==> src/rtl/stream_arb2.sv <==
// Two-source packet-level round-robin arbiter with a single registered output stage.
// A source keeps the grant from its first beat until its last beat is accepted.
module stream_arb2 #(
  parameter int WIDTH = 8
) (
  input  logic             clk,
  input  logic             rst,
  input  logic             s0_valid,
  output logic             s0_ready,
  input  logic [WIDTH-1:0] s0_data,
  input  logic             s0_last,
  input  logic             s1_valid,
  output logic             s1_ready,
  input  logic [WIDTH-1:0] s1_data,
  input  logic             s1_last,
  output logic             m_valid,
  input  logic             m_ready,
  output logic [WIDTH-1:0] m_data,
  output logic             m_last,
  output logic             m_src
);

  typedef enum logic [1:0] {
    IDLE  = 2'd0,
    LOCK0 = 2'd1,
    LOCK1 = 2'd2
  } state_t;

  state_t           state_q, state_d;
  logic             ptr_q, ptr_d;
  logic             m_valid_q, m_valid_d;
  logic [WIDTH-1:0] m_data_q, m_data_d;
  logic             m_last_q, m_last_d;
  logic             m_src_q, m_src_d;

  logic             grant_vld;
  logic             grant_idx;
  logic             load;
  logic             sel_valid;
  logic [WIDTH-1:0] sel_data;
  logic             sel_last;
  logic             accept;

  // State register
  always_ff @(posedge clk or posedge rst) begin
    if (rst) begin
      state_q   <= IDLE;
      ptr_q     <= 1'b0;
      m_valid_q <= 1'b0;
      m_data_q  <= '0;
      m_last_q  <= 1'b0;
      m_src_q   <= 1'b0;
    end else begin
      state_q   <= state_d;
      ptr_q     <= ptr_d;
      m_valid_q <= m_valid_d;
      m_data_q  <= m_data_d;
      m_last_q  <= m_last_d;
      m_src_q   <= m_src_d;
    end
  end

  // Output process: grant selection and source handshakes
  always_comb begin
    grant_vld = 1'b0;
    grant_idx = 1'b0;
    case (state_q)
      LOCK0: begin
        grant_vld = 1'b1;
        grant_idx = 1'b0;
      end
      LOCK1: begin
        grant_vld = 1'b1;
        grant_idx = 1'b1;
      end
      default: begin
        if (s0_valid && s1_valid) begin
          grant_vld = 1'b1;
          grant_idx = ptr_q;
        end else if (s0_valid) begin
          grant_vld = 1'b1;
          grant_idx = 1'b0;
        end else if (s1_valid) begin
          grant_vld = 1'b1;
          grant_idx = 1'b1;
        end
      end
    endcase

    load = !m_valid_q || m_ready;

    // A locked source keeps ready even while its valid is low, so the other side stays blocked.
    s0_ready = !rst && grant_vld && !grant_idx && load;
    s1_ready = !rst && grant_vld &&  grant_idx && load;

    sel_valid = grant_idx ? s1_valid : s0_valid;
    sel_data  = grant_idx ? s1_data  : s0_data;
    sel_last  = grant_idx ? s1_last  : s0_last;
    accept    = (s0_ready && s0_valid) || (s1_ready && s1_valid);
  end

  // Next-state process: lock tracking, priority pointer and output stage
  always_comb begin
    state_d   = state_q;
    ptr_d     = ptr_q;
    m_valid_d = m_valid_q;
    m_data_d  = m_data_q;
    m_last_d  = m_last_q;
    m_src_d   = m_src_q;

    case (state_q)
      IDLE: begin
        if (accept && !sel_last) begin
          state_d = grant_idx ? LOCK1 : LOCK0;
        end
      end
      LOCK0, LOCK1: begin
        if (accept && sel_last) begin
          state_d = IDLE;
        end
      end
      default: state_d = IDLE;
    endcase

    if (accept && sel_last) begin
      ptr_d = !grant_idx;
    end

    if (accept) begin
      m_valid_d = 1'b1;
      m_data_d  = sel_data;
      m_last_d  = sel_last;
      m_src_d   = grant_idx;
    end else if (m_ready) begin
      m_valid_d = 1'b0;
    end
  end

  assign m_valid = m_valid_q;
  assign m_data  = m_data_q;
  assign m_last  = m_last_q;
  assign m_src   = m_src_q;

endmodule

==> config.mk <==
export PLATFORM = sky130hd
export DESIGN_NAME = stream_arb2
export DESIGN_NICKNAME = d
export VERILOG_FILES = /design/src/rtl/stream_arb2.sv
export SDC_FILE = /design/constraint.sdc
export NUM_CORES = 1
export LEC_CHECK = 0
export BUFFER_PORTS_ARGS = -buffer_cell sky130_fd_sc_hd__buf_2
export CAP_MARGIN = 0
export CORE_UTILIZATION = 35
export DETAILED_ROUTE_END_ITERATION = 16
export HOLD_SLACK_MARGIN = 0.03
export PLACE_DENSITY = 0.64
export SKIP_CTS_REPAIR_TIMING = 1
export SYNTH_ARGS = -nofsm -noshare
export SYNTH_HDL_FRONTEND = slang
export SYNTH_SLANG_ARGS = --single-unit
==> constraint.sdc <==
create_clock -name clk -period 6.2 [get_ports clk]
set_input_delay 0.62 -clock clk [delete_from_list [all_inputs] [get_ports clk]]
set_output_delay 0.62 -clock clk [all_outputs]
set_load 0.02 [all_outputs]
---- Word-level counts from Yosys, hierarchy flattened ----
Index checks and enable logic that the tools add are counted.
word-level totals
  word-level logic and storage cells ...... 45
  output and inout port bits .............. 13
  bits in registers ....................... 14
operators by class
  equal/unequal tests ..................... 4
  reduce and logical (&&, ||, !) cells .... 20
  multiplexer cells ....................... 15
operators by type and width
  operator              count
  $logic_and A1 B1 Y1   10
  $mux W1               9
  $mux W8               1
  $mux W2               3
  $logic_not A1 Y1      4
  $pmux W2 S2           1
  $eq A2 B1 Y1 const B  1
  $eq A2 B2 Y1 const B  1
  $logic_not A2 Y1      1
  $logic_or A1 B1 Y1    2
  $ne A2 B1 Y1 const B  1
  $ne A2 B2 Y1 const B  1
  $pmux W1 S2           1
  $reduce_and A2 Y1     1
  $reduce_bool A2 Y1    1
  $reduce_or A2 Y1      1

---- Logic depth before layout (Yosys ltp) ----
  depth after elaboration ................. 12
  gate-level depth with buffers ........... 8
  gate-level depth less buffers ........... 7

---- Worst setup path after synthesis ----
Ideal clock, no wire load.
  kind .................................... reg-to-output
  start ................................... register state_q[1]
  end ..................................... output port s0_ready
  path slack .............................. 3.635 ns
  stages on the path, launching flop included .. 7
  arrival time ............................ 1.945 ns
  buffers on the path ..................... 1
  path through ............................ dfrtp_1 -> inv_1 -> ha_1 -> nand2b_4 -> o21ai_4 -> buf_2 -> nor4_1
between the ends
  longest elaborated chain between the ends .. 6
  elaborated cells on any way between the ends .. 9
RTL lines
  what                                          RTL line  text
  start: declaration                            29        state_t state_q, state_d;
  start signal: assignment                      54        state_q <= state_d;
  $eq A2 B2 Y1 or $eq A2 B1 Y1 (tied branches)  67        case (state_q)
  $reduce_or A2 Y1 (no source line)             n/a
  $mux W1                                       67
  $logic_and A1 B1 Y1                           93        s0_ready = !rst && grant_vld && !grant_idx && load;
  $logic_and A1 B1 Y1 * (2 in a row)            93
  end: declaration                              9         output logic s0_ready,
Every way passes the cells marked *; elsewhere a longest branch is shown, timed or not.

---- Final worst setup path ----
  start ................................... register state_q[1]
  end ..................................... output port s1_ready
between the ends
  longest elaborated chain between the ends .. 6
  elaborated cells on any way between the ends .. 8
RTL lines
  what                                          RTL line  text
  $eq A2 B2 Y1 or $eq A2 B1 Y1 (tied branches)  67
  $reduce_or A2 Y1 (no source line)             n/a
  $mux W1                                       67
  $logic_and A1 B1 Y1                           94        s1_ready = !rst && grant_vld && grant_idx && load;
  $logic_and A1 B1 Y1 * (2 in a row)            94
  end: declaration                              13        output logic s1_ready,
Marked as above.

==> impl_metrics.toml <==
[worst_setup_path]
cpPeakStageDelay_ps = 470
required_ps = 5580
start_kind = "flop"
worstSetupPathType = "reg -> out"
path_cells = "inv_1 -> ha_1 -> nand2b_4 -> o21ai_4 -> and3b_1 -> buf_2"
critPathSlowestCell = "o21ai_4"
critPathMaxFanout = 15
arrival_ps = 2170
end_kind = "primary output"
cp_num_buf_inv = 2
cp_top_family = "compound AO/OA/AOI/OAI gates"

[placed_design]
hpwl_um = 1270
gp_routability_congestion = 0.749
dpl_worst_slack_ps = 3680
port-buffer-count = 35

[final_layout]
mostFrequentLayoutCells = "35 x buf_2, 15 x a21oi_1, 14 x dfrtp_1, 12 x nor2_1, 10 x mux2i_1"
finish.utilization_pct = 46.9
area_growth_pct = 26.5
fillers = 226
fin_nets = 146
final_common_cell = "buf_2"
antenna_cells = 0
drive_gt1_share_pct = 37.0
multi_input_area_um2 = 444
regArea_um2 = 350

[run_status]
status = "complete, no violations"

[die]
core_um2 = 2210
die_w_um = 50.4
pin_count = 36
rows = 17
chipHeight_um = 50.4
die-area_um2 = 2540
start_util_pct = 37.1

[global_routing]
grt_overflow = 0
antenna_found_initial = 0
grt_max_degree = 26
grt_first_pass_wirelength_um = 2700
track_usage_pct = 14.2
grt_pass1_vias = 665

[sta]
rsz0062_at_grt = "no"
setup_tns_ps = 0
max_freq_ghz = 0.359
slew_headroom_pct = 24.9
fin_crit_sh_pct = 45.0
report.final.slew_viol_count = 0
fin_ws_ps = 3410
final_hold_viol_count = 0
finalCriticalPeriod_ps = 2790
tightest_slew_ps = 1130
setup_violations = 0
fin_skew_ps = 4.98

[logic_synthesis]
ys_seq_area_share_pct = 42.7
netlist_instances = 84
syn_area_um2 = 821
synth_cell_types = 21
ys_seq_elements = 14
synth.net_count = 109
synth-warning-count = 0
synth_area_per_cell_um2 = 9.77

[detailed_routing]
drtPass1Iterations = 2
vias_per_cell = 4.92
vias = 723
drtAntennaViolNets = 0
drt_iter0_drc = 8
wl_um = 1620
wl_per_cell_um = 11.0
drc = 0

[power]
power.leakage_nw = 0.505
ir_drop_uv = 243
cellPowerDensity_nw_per_um2 = 503
p_total_w = 0.000523

[cts]
clk_latency_ps = 270
clockRootBuffer = "clkbuf_4"
clk_pin_slew_ps = 80
htree_num_levels = 1
cts.sinks = 14
cts_buffer_depth = 2
cts_tree = "built"
numCtsBuffers = 3

[job]
maxCapViolations = 0

[min_path]
min-delay-path-class = "in -> async"
metrics by stage:
stage / hold WS (ps) / area, um2 / instances
2_1_floorplan: 469 / 821 / 84
3_3_place_gp: 509 / 1020 / 144
3_5_place_dp: 510 / 1020 / 144
4_1_cts: 446 / 1040 / 147
5_1_grt: 470 / 1040 / 147
6_report: 424 / 1040 / 147
cell usage after synthesis, drive strengths merged:
master	n	area share, %
buf	3	1.8
or3	1	0.76
inv	3	1.4
ha	2	3.0
dfrtp	14	43
a2111oi	1	3.4
or2	1	0.76
nor3	1	0.61
and3b	2	2.1
o21ai	2	2.6
nand2	9	4.1
nor2	12	5.5
and4	1	1.1
mux2i	11	15
mux2	1	1.4
nand2b	1	1.7
a21oi	15	9.1
nor2b	3	2.3
nor4	1	0.76
cell type report:
cell class / instances / area share [%]
Clock buffer: 3 / 2.17
Tap cell: 28 / 3.37
Inverter: 3 / 1.08
Timing Repair Buffer: 35 / 16.9
Multi-Input combinational cell: 64 / 42.8
Sequential cell: 14 / 33.7
power by group:
group	internal (W)	leakage, nW	switching, W
Combinational	0.000131	0.332	0.000183
Clock	0.0000225	0.0138	0.0000274
Sequential	0.000134	0.158	0.0000249
Total	0.000288	0.505	0.000235
routing by layer:
layer,vias to the layer above,global-route usage (%),share of wire [%]
met2,24,25.1,49
met5,-,0,0
li1,364,-,-
met3,2,2.73,5.8
met4,0,5.56,0.62
met1,333,16.7,44
path summary, 6_finish.rpt:
check                           start         end  slack, ps  depth (start not counted)
max                        state_q[1]    s1_ready       3410                          6
min in group clk                ptr_q       ptr_q        520                          2
min                               rst   m_data[6]        420                          2
max reg2reg                state_q[1]  state_q[1]       3710                          7
min reg2reg                     ptr_q       ptr_q        520                          2
max in group asynchronous         rst   m_data[0]       5420                          2
sequential cells by signal, indices dropped and copies added, names as in the netlist:
| register | count |
|---|---|
| m_data | 8 |
| m_last | 1 |
| m_src | 1 |
| m_valid | 1 |
| ptr_q | 1 |
| state_q | 2 |
cells by family after synthesis:
kind of cell	count (synthesis)	synth area share (%)
and+or+nand+nor	32	19.7
AOI/OAI and AO/OA	18	15.1
DFF	14	42.7
muxes	12	16.3
buffers and inverters	6	3.20
adders and majority gates	2	3.05
(Power assumes the default switching activity.)
